File: src/rtl/fpu_scheduler.sv
// FP issue/writeback scheduler: issues one op per cycle on a shared operand bus and
// reserves writeback slots so unit results never collide on the single writeback port.
module fpu_scheduler #(
    parameter int unsigned LAT_FADD  = 2,
    parameter int unsigned LAT_FMUL  = 2,
    parameter int unsigned LAT_FDIV  = 8,
    parameter int unsigned LAT_FSQRT = 8,
    parameter int unsigned LAT_ITOF  = 1,
    parameter int unsigned LAT_FTOI  = 1,
    parameter int unsigned TAG_W     = 6
) (
    input  logic             clk,
    input  logic             rst,
    input  logic             req_valid,
    output logic             req_ready,
    input  logic [2:0]       req_op,
    input  logic [TAG_W-1:0] req_rd,
    input  logic [31:0]      req_x,
    input  logic [31:0]      req_y,
    output logic [5:0]       iss_valid,
    output logic             iss_sub,
    output logic [31:0]      iss_x,
    output logic [31:0]      iss_y,
    input  logic [191:0]     unit_res,
    output logic             wb_valid,
    output logic [TAG_W-1:0] wb_rd,
    output logic [31:0]      wb_data,
    output logic             err_illegal
);

    function automatic int unsigned max2(input int unsigned a, input int unsigned b);
        return (a > b) ? a : b;
    endfunction

    localparam int unsigned MAXLAT = max2(max2(max2(LAT_FADD, LAT_FMUL),
                                               max2(LAT_FDIV, LAT_FSQRT)),
                                          max2(LAT_ITOF, LAT_FTOI));

    if (LAT_FADD < 1 || LAT_FADD > 15 || LAT_FMUL < 1 || LAT_FMUL > 15 ||
        LAT_FDIV < 1 || LAT_FDIV > 15 || LAT_FSQRT < 1 || LAT_FSQRT > 15 ||
        LAT_ITOF < 1 || LAT_ITOF > 15 || LAT_FTOI < 1 || LAT_FTOI > 15) begin : g_bad_lat
        $error("fpu_scheduler: every LAT_* parameter must lie in 1..15");
    end

    function automatic logic [3:0] lat_of(input logic [2:0] u);
        case (u)
            3'd0:    return 4'(LAT_FADD);
            3'd1:    return 4'(LAT_FMUL);
            3'd2:    return 4'(LAT_FDIV);
            3'd3:    return 4'(LAT_FSQRT);
            3'd4:    return 4'(LAT_ITOF);
            3'd5:    return 4'(LAT_FTOI);
            default: return 4'd1;
        endcase
    endfunction

    typedef struct packed {
        logic             valid;
        logic [2:0]       unit;
        logic [TAG_W-1:0] rd;
    } rsv_t;

    // rsv_q[j] holds the op whose result is on unit_res j cycles from now
    rsv_t        rsv_q [MAXLAT];
    rsv_t        rsv_d [MAXLAT];
    logic [3:0]  div_cnt_q, div_cnt_d;
    logic [3:0]  sqrt_cnt_q, sqrt_cnt_d;
    logic [2:0]  unit_sel;
    logic [3:0]  lat;
    logic        legal, busy, slot_taken, acc, issue;
    logic [31:0] res_sel;

    always_comb begin
        legal    = (req_op != 3'd7);
        unit_sel = (req_op == 3'd0) ? 3'd0 : req_op - 3'd1;
        lat      = lat_of(unit_sel);
        busy     = ((unit_sel == 3'd2) && (div_cnt_q != 4'd0)) ||
                   ((unit_sel == 3'd3) && (sqrt_cnt_q != 4'd0));
        slot_taken = 1'b0;
        for (int j = 0; j < int'(MAXLAT); j++) begin
            if (int'(lat) == j) slot_taken = rsv_q[j].valid;
        end
        req_ready = !rst && (!legal || (!busy && !slot_taken));
        acc       = req_valid && req_ready;
        issue     = acc && legal;
        iss_valid = issue ? (6'b000001 << unit_sel) : 6'b000000;
        iss_sub   = issue && (req_op == 3'd1);
        iss_x     = req_x;
        iss_y     = req_y;
    end

    always_comb begin
        for (int j = 0; j < int'(MAXLAT) - 1; j++) rsv_d[j] = rsv_q[j+1];
        rsv_d[MAXLAT-1] = '0;
        // Written after the shift, so index lat-1 lands on k=0 exactly at t+lat
        if (issue) begin
            for (int j = 0; j < int'(MAXLAT); j++) begin
                if (int'(lat) - 1 == j) rsv_d[j] = {1'b1, unit_sel, req_rd};
            end
        end

        res_sel = '0;
        for (int u = 0; u < 6; u++) begin
            if (rsv_q[0].unit == 3'(u)) res_sel = unit_res[32*u +: 32];
        end

        div_cnt_d  = (div_cnt_q != 4'd0) ? div_cnt_q - 4'd1 : 4'd0;
        sqrt_cnt_d = (sqrt_cnt_q != 4'd0) ? sqrt_cnt_q - 4'd1 : 4'd0;
        if (issue && unit_sel == 3'd2) div_cnt_d = 4'(LAT_FDIV - 1);
        if (issue && unit_sel == 3'd3) sqrt_cnt_d = 4'(LAT_FSQRT - 1);
    end

    always_ff @(posedge clk) begin
        if (rst) begin
            for (int j = 0; j < int'(MAXLAT); j++) rsv_q[j] <= '0;
            div_cnt_q   <= 4'd0;
            sqrt_cnt_q  <= 4'd0;
            wb_valid    <= 1'b0;
            wb_rd       <= '0;
            wb_data     <= '0;
            err_illegal <= 1'b0;
        end else begin
            for (int j = 0; j < int'(MAXLAT); j++) rsv_q[j] <= rsv_d[j];
            div_cnt_q   <= div_cnt_d;
            sqrt_cnt_q  <= sqrt_cnt_d;
            wb_valid    <= rsv_q[0].valid;
            if (rsv_q[0].valid) begin
                wb_rd   <= rsv_q[0].rd;
                wb_data <= res_sel;
            end
            err_illegal <= acc && !legal;
        end
    end

endmodule

File: config.mk
export PLATFORM = sky130hd
export DESIGN_NAME = fpu_scheduler
export DESIGN_NICKNAME = d
export VERILOG_FILES = /design/src/rtl/fpu_scheduler.sv
export SDC_FILE = /design/constraint.sdc
export NUM_CORES = 1
export LEC_CHECK = 0
export BUFFER_PORTS_ARGS = -buffer_cell sky130_fd_sc_hd__clkbuf_2
export CORE_MARGIN = 2
export CORE_UTILIZATION = 30
export DETAILED_ROUTE_END_ITERATION = 8
export GPL_TIMING_DRIVEN = 1
export SYNTH_ARGS = -nofsm -noshare
export SYNTH_HDL_FRONTEND = slang
export SYNTH_SLANG_ARGS = --single-unit
File: constraint.sdc
create_clock -name clk -period 2.1 [get_ports clk]
set_clock_uncertainty 0.15 [all_clocks]
set_input_delay 0.105 -clock clk [delete_from_list [all_inputs] [get_ports clk]]
set_output_delay 0.105 -clock clk [all_outputs]
set_load 0.02 [all_outputs]
==> results of run 1 <==
sequential cells by signal, indices dropped and copies added, names as in the netlist:
| name | count |
|---|---|
| wb_rd | 6 |
| rsv_q | 80 |
| div_cnt_q | 4 |
| wb_data | 32 |
| sqrt_cnt_q | 4 |
| err_illegal | 1 |
| wb_valid | 1 |
through the flow:
| stage | hold WS (ps) | TNS [ps] | instance area (um2) | power (mW) | worst slack (ps) |
|---|---|---|---|---|---|
| finish | -7.48 | -1740 | 9500 | 6.48 | -313 |
| global route | 4.07 | -4950 | 9500 | 6.76 | -404 |
| CTS | 9.83 | -1620 | 9310 | 6.53 | -319 |
| detailed placement | 60.1 | -13440 | 7800 | 3.31 | -655 |
| global placement | 60.1 | -11190 | 7800 | 3.31 | -592 |
| floorplan | 76.7 | 0 | 6390 | 3.09 | 41.7 |
layout make-up:
cell class | instances | area share [%]
Multi-Input combinational cell | 427 | 34.0
Clock buffer | 18 | 4.62
Sequential cell | 128 | 27.1
Timing Repair Buffer | 393 | 28.6
Clock inverter | 14 | 1.78
Tap cell | 275 | 3.62
Inverter | 9 | 0.356
critical path, stage by stage, from the launching register on:
cell and delay, ps:
dfxtp_2 330, nor4_4 380, o2111ai_4 150, buf_6 160, or3_4 410, nor3_4 140
clkbuf_8 170
cell usage in the layout, fill, tap and decap left out, drive strengths merged, types with 2 or more instances in the layout:
master / n
or3: 2
nor2: 138
bufinv: 2
a221oi: 31
mux2i: 28
clkinv: 2
nand2: 4
and2: 8
clkbuf: 261
nor3: 12
buf: 81
dlygate4sd3: 69
or4b: 3
nor3b: 9
a31oi: 2
o21ai: 44
a21oi: 15
mux4: 32
nor2b: 34
nand2b: 5
nand3: 8
inv: 18
dfxtp: 128
nor4: 36
ha: 3
kinds of logic (layout without fill, tap and decap cells):
kind of cell,after synthesis,count (layout)
compound gates,98,98
buf+inv,123,434
mux,60,60
flops,128,128
fa+ha+maj,3,3
other cells,1,1
simple gates,265,265
synthesized netlist by cell type, drive strengths merged (12+ instances only):
master and count:
nor2 138, dfxtp 128, buf 77, o21ai 44, clkbuf 37, nor4 36
nor2b 34, mux4 32, a221oi 31, mux2i 28, a21oi 15, nor3 12
repair_timing:
action	4_1_cts	5_1_grt
endpoints found under the hold margin	62	0
gates cloned	0	1
hold buffers	69	0
resized for setup	25	33
buffers inserted	13	11
setup endpoints to repair	31	45
pin swaps	11	7
report_power, final:
part	internal, mW	switching, mW	total [mW]
Sequential	2.48	0.0296	2.51
Clock	1.83	1.23	3.06
Combinational	0.482	0.433	0.915
per-layer routing:
layer	wire length, um	vias to the layer above
li1	-	2948
met2	11300	284
met4	564	0
met5	0	-
met1	9040	2909
met3	2160	43
worst paths after layout:
check	from	endpoint	slack (ps)	depth (start not counted)
min reg2reg	rsv_q[0][46]	rsv_q[0][36]	280	1
max reg2reg	div_cnt_q[2]	rsv_q[0][26]	-70	7
min	req_op[1]	err_illegal	-7	4
max	div_cnt_q[2]	iss_valid[0]	-310	6
==> results.cfg, run 1 <==
[sta]
setup_ws_ps = -313
maxSlewViolCount = 0
hold_viol = 1
rsz0062_at_grt = true
finalSetupViolCount = 28
period_share_pct = 115
max_freq_mhz = 414
holdWs_ps = -7.48
period_minus_slack_ps = 2410

[cts]
htreeDepth = 4
clkLatencyLatePin_ps = 410
cts_inserted_buffers = 17
cts_sinks = 128
cts_tree = yes
path_clk_slew_ps = 60
cts.path.max_buffers = 2
cts_root_buffer = clkbuf_16

[cells_and_area]
antenna_cells = 0
drive_gt1_share_pct = 43.2
fill_cells = 2033
syn2layout_area_growth_pct = 49.6
final_cells = 1264
regArea_mm2 = 0.00257
multi_input_area_mm2 = 0.00323
fin_nets = 1247
utilization_pct = 45.5

[drt]
wl_per_cell_um = 18.2
drtIter0Drc = 353
vias = 6184
drc = 0
drtPass1Iterations = 4
ant_nets = 0
vias_per_cell = 4.89
wl_mm = 23.0

[synth]
syn_area_per_cell_um2 = 9.37
synth_enable_flop_cells = 0
yosysWarnings = 0
synth_top_family_by_area = simple AND/OR/NAND/NOR gates
synth.distinct_cells = 44
yosysTopAreaCellShare_pct = 40.4
syn_inst = 678
synth_ff_type = dfxtp_1
ys_ff_latch = 128
synthXorXnorAreaFrac_pct = 0
yosys.area_share.simple_pct = 21.6
syn-num-nets = 949
synthArstFlopShare_pct = 0
syn-cell-area_mm2 = 0.00635
ys_top_cells_by_area = dfxtp_1, mux4_2, nor2_1
ys_seq_area_share_pct = 40.4
synth-adder-area-share_pct = 0.591
synth_top_area_cell = dfxtp_1
synthMuxAreaShare_pct = 15.8
synth_compound_area_share_pct = 10.0

[die]
coreArea_mm2 = 0.0209
die_h_um = 149
ios = 380
die_area_mm2 = 0.0223
die_w_um = 149
rows = 53
initial_core_util_pct = 30.4

[power]
peakVddDrop_mv = 0.707
leakage_nw = 4.02
p_per_area_mw_per_mm2 = 682

[global_route]
busiest_layer = met2
grt_util_met3_pct = 7.35
grt_usage_pct = 20.2
grt-ovfl-total = 0
use_met1_pct = 24.3
antenna_found_initial = 0
grt_pass1_wl_mm = 33.9
grt_use_met2_pct = 33.5
grt_pass1_vias = 6088
grt_max_degree = 91

[flow_run]
maxCapViolations = 0

[place]
port_buffers = 251
gp_congestion = 0.873
dp_cells = 1140
hpwl_mm = 16.6

[worst_setup_path]
worstSetupPathType = reg -> out
crit_fanout = 4
cp_data_required_time_ps = 1850
cp-start-kind = flop
arrival_ps = 2160
critPathCaptureType = output pin

[hold_path]
min_path_type = in -> reg

[outcome]
failed_checks = negative hold slack, negative setup slack
status = finished, violations left
(Power assumes the default switching activity.)
==> run 2, diff against run 1 <==
--- a/config.mk
+++ b/config.mk
@@ -6,6 +6,7 @@
 export NUM_CORES = 1
 export LEC_CHECK = 0
 export BUFFER_PORTS_ARGS = -buffer_cell sky130_fd_sc_hd__clkbuf_2
+export CAP_MARGIN = 20
 export CORE_MARGIN = 2
 export CORE_UTILIZATION = 30
 export DETAILED_ROUTE_END_ITERATION = 8
==> constraint.sdc (replaced) <==
create_clock -name clk -period 2.95 [get_ports clk]
set_clock_uncertainty 0.15 [all_clocks]
set_input_delay 0.1475 -clock clk [delete_from_list [all_inputs] [get_ports clk]]
set_output_delay 0.1475 -clock clk [all_outputs]
set_load 0.02 [all_outputs]
==> run 2 against run 1 <==
The flow now finishes without violations. Critical path depth decreased by 1. Combinational power down 39%. Clock power is 33% lower. Critical path type is now reg -> reg. Largest power group unchanged. Critical endpoint is now wb_data[21]. Wire length increased by 3.3%. Die area unchanged. Hold slack improved by 27 ps. Setup slack gained 570 ps.
==> results.cfg, run 2 (same netlist as run 1, synthesis figures left out) <==
[outcome]
status = finished clean

[drt]
vias_per_cell = 4.97
vias = 6024
ant_nets = 0
drtIter0Drc = 322
wl_mm = 23.8
drtPass1Iterations = 4
wl_per_cell_um = 19.6
drc = 0

[global_route]
grt_usage_pct = 20.8
grt_pass1_wl_mm = 34.2
grt-ovfl-total = 0
antenna_found_initial = 2
grt_max_degree = 81
grt_pass1_vias = 5826

[sta]
relSlewSlack_pct = 45.2
rsz0062_at_grt = false
setup_tns_ps = 0
hold_viol = 0
period_share_pct = 91.5
worst_slew_pin_slew_ps = 822
maxSlewViolCount = 0
max_freq_mhz = 371
finalSetupViolCount = 0
period_minus_slack_ps = 2700

[cells_and_area]
drive_gt1_share_pct = 37.9
top_regs = rsv_q: 80 flops, wb_data: 32 flops, wb_rd: 6 flops
fin_nets = 1194
largest_reg_flops = 80
top_register = rsv_q
final_common_cell = clkbuf_2
syn2layout_area_growth_pct = 37.1
final_cells = 1212
mostFrequentLayoutCells = clkbuf_2, nor2_1, dfxtp_1

[worst_setup_path]
cpPeakStageDelay_ps = 650
critPathCaptureType = flop
worstSetupPathType = reg -> reg
arrival_ps = 2860
crit_fanout = 21
cp_data_required_time_ps = 3110
crit_slowest_cell = dfxtp_4
critPathBufInv = 2
cp-start-kind = flop
crit_chain = buf_4 > mux4_2 > a221oi_1 > nor4_1 > dlygate4sd3_1
cp_top_family = buffers and inverters

[place]
gp_congestion = 0.851
port_buffers = 251
dp_cells = 1109
hpwl_mm = 17.5

[cts]
clkLatencyLatePin_ps = 420
htreeDepth = 4
cts.path.max_buffers = 2
path_clk_slew_ps = 70
cts_root_buffer = clkbuf_16
cts_tree = yes
cts_inserted_buffers = 17
cts_sinks = 128

[die]
coreArea_mm2 = 0.0209
die_area_mm2 = 0.0223
die_h_um = 149
rows = 53
die_w_um = 149
initial_core_util_pct = 30.4
ios = 380

[power]
p_total_mw = 4.41
peakVddDrop_mv = 0.392
p_per_area_mw_per_mm2 = 507
leakage_nw = 3.71

[hold_path]
min_path_type = in -> reg

[flow_run]
maxCapViolations = 0
[run 2: changes by cell type in the layout (fill, tap and decap cells not counted), sizes merged]
| cell | delta |
|---|---|
| dlygate4sd3 | -1 |
| bufinv | -2 |
| clkbuf | +7 |
| clkinvlp | +1 |
| clkinv | +1 |
| buf | -59 |
| diode | +1 |
[run 2: per-layer routing]
layer | GRT usage (%) | up-vias | part of all wire (%)
li1 | - | 2840 | -
met1 | 25.3 | 2872 | 41
met2 | 34.2 | 256 | 48
met3 | 6.98 | 54 | 8.3
met4 | 7.48 | 2 | 2.7
met5 | 0 | - | 0.055
[run 2: tightest hold or removal path: stages]
cell and delay (ps):
clkbuf_2 100, a221oi_1 110, nor4_1 170
[run 2: area by class of cell]
type                       count  area [um2]
clock buffer                  18         439
inverter                       9        33.8
clock inverter                14         136
antenna                        1        2.50
multi-input combinational    427        3070
sequential                   128        2570
timing repair buffer         340        2110
fill                        2081       12200
tap                          275         344
[run 2: path summary, 6_finish.rpt]
path,from,end,slack (ps),cells past startpoint
max,rsv_q[0][6],wb_data[21],250,5
min,unit_res[65],wb_data[1],20,3
max reg2reg,rsv_q[0][6],wb_data[21],250,5
min reg2reg,rsv_q[0][42],rsv_q[0][32],280,1
[run 2: repair_timing]
item / CTS / global route
endpoints found under the setup margin: 0 / 4
resized for setup: 0 / 0
endpoints found under the hold margin: 62 / 0
buffers inserted: 0 / 1
hold buffers: 68 / 0
[run 2: through the flow]
stage          utilization, %  area, um2  worst slack, ps  hold WS [ps]
2_1_floorplan               -       6350              414           119
3_3_place_gp             35.5       7420              430           145
3_5_place_dp             35.5       7420              334           145
4_1_cts                  41.5       8670              119          6.32
5_1_grt                  41.7       8700             91.9          40.3
6_report                 41.7       8700              252          19.7
[run 2: power breakdown]
part | switching [mW] | total [mW] | internal, mW
combinational | 0.275 | 0.559 | 0.285
clock | 0.918 | 2.06 | 1.14
sequential | 0.0262 | 1.79 | 1.77
==> run 3, diff against run 2 <==
--- a/config.mk
+++ b/config.mk
@@ -7,6 +7,7 @@
 export LEC_CHECK = 0
 export BUFFER_PORTS_ARGS = -buffer_cell sky130_fd_sc_hd__clkbuf_2
 export CAP_MARGIN = 20
+export CORE_ASPECT_RATIO = 1.25
 export CORE_MARGIN = 2
 export CORE_UTILIZATION = 30
 export DETAILED_ROUTE_END_ITERATION = 8
==> run 3 against run 2 <==
Sequential share of layout area down 0.12 points. Core utilization grew 0.32 points. Via count shrank 0.23%. Setup slack got worse by 26 ps. Die area about the same. Final cell count is essentially flat.
==> results.cfg, run 3 (same netlist as run 1, synthesis figures left out) <==
[die]
ios = 380
rows = 59
initial_core_util_pct = 30.5
die_area_mm2 = 0.0224
die_h_um = 167
coreArea_mm2 = 0.0208
die_w_um = 134

[outcome]
status = finished clean

[worst_setup_path]
worstSetupPathType = reg -> out
critPathCaptureType = output pin
cp-start-kind = flop
crit_fanout = 11
cp_data_required_time_ps = 2650
crit_slowest_cell = or3_4
crit_chain = nor4_4 > o2111ai_2 > buf_4 > or3_4 > nor3_1 > clkbuf_2
cpPeakStageDelay_ps = 410
arrival_ps = 2430

[drt]
drc = 0
vias_per_cell = 4.95
wl_mm = 24.3
drtIter0Drc = 300
drtPass1Iterations = 5
wl_per_cell_um = 20.0
ant_nets = 0
vias = 6010

[sta]
relSlewSlack_pct = 36.1
hold_viol = 0
worst_slew_pin_slew_ps = 954
max_freq_mhz = 367
period_share_pct = 92.3
holdWs_ps = 15.1
period_minus_slack_ps = 2720
finalSetupViolCount = 0
maxSlewViolCount = 0
setup_tns_ps = 0
rsz0062_at_grt = false

[hold_path]
min_path_type = in -> reg

[cells_and_area]
fill_cells = 2112
final_common_cell = clkbuf_2
largest_reg_flops = 80
fin_nets = 1192
syn2layout_area_growth_pct = 37.6
mostFrequentLayoutCells = clkbuf_2, nor2_1, dfxtp_1
final_area_mm2 = 0.00874
final_cells = 1213
drive_gt1_share_pct = 37.8
top_regs = rsv_q: 80 flops, wb_data: 32 flops, wb_rd: 6 flops
top_register = rsv_q

[global_route]
grt_max_degree = 82
antenna_found_initial = 11
grt_pass1_wl_mm = 36.1
grt_usage_pct = 21.6
grt_pass1_vias = 6162
grt-ovfl-total = 0

[cts]
cts.path.max_buffers = 2
cts_tree = yes
cts_inserted_buffers = 17
cts_root_buffer = clkbuf_16
post_cts_resized = 0
htreeDepth = 4
cts_sinks = 128
clkLatencyLatePin_ps = 410
path_clk_slew_ps = 60

[power]
p_per_area_mw_per_mm2 = 509
peakVddDrop_mv = 0.460
leakage_nw = 3.72
p_total_mw = 4.45

[place]
hpwl_mm = 17.9
port_buffers = 251
place_area_mm2 = 0.00745
dp_cells = 1109
gp_congestion = 0.952

[flow_run]
maxCapViolations = 0
-- run 3: changes by cell type in the layout (fill, tap and decap cells not counted), moves of 2 or more --
cell           delta
bufinv_16         +2
clkinv_4          +3
diode_2           +4
buf_4             -2
inv_6             -2
clkbuf_1          +2
inv_8             -5
dlygate4sd3_1     -2
-- run 3: where the power goes --
part	leakage (nW)	switching (mW)	internal, mW	total [mW]
clock network	0.288	0.798	1.30	2.09
registers	1.04	0.0278	1.77	1.80
logic	2.39	0.274	0.286	0.560
total	3.72	1.10	3.35	4.45
-- run 3: final cells by class --
cell class	count	area [um2]	share of cell area [%]
Clock inverter	11	130	1.49
Clock buffer	21	460	5.27
Tap cell	274	343	3.92
Multi-Input combinational cell	427	3070	35.1
Inverter	9	33.8	0.387
Sequential cell	128	2570	29.4
Antenna cell	5	12.5	0.143
Timing Repair Buffer	338	2120	24.3
-- run 3: final timing paths --
path                                   start           end  slack [ps]  cells after the start
worst max-delay path            div_cnt_q[0]  iss_valid[0]         230                      6
worst min-delay path            unit_res[76]   wb_data[12]          20                      3
worst max register to register   rsv_q[0][6]    wb_data[4]         230                      5
worst min register to register  rsv_q[0][77]  rsv_q[0][67]         290                      1
-- run 3: routing by layer --
metal  wire length, um  GRT usage (%)
met5                47              0
met2             10900           33.4
met1              9960           25.7
met3              2370           9.25
met4               964           10.3
-- run 3: metrics by stage --
step                setup WS (ps)  util (%)
detailed placement            402      35.8
finish                        226      42.0
global route                 49.0      41.9
CTS                          94.5      41.8
global placement              455      35.8
floorplan                     414         -
-- run 3: critical path, delay by kind of cell (launching register included) --
family	cells	cell delay, ps
buf+inv	2	410
compound gates	1	170
flops	1	370
simple gates	3	1050
-- run 3: what timing repair did --
item | in CTS | in global routing
buffers inserted | 0 | 1
setup endpoints to repair | 0 | 3
hold buffers | 66 | 0
endpoints found under the hold margin | 62 | 0
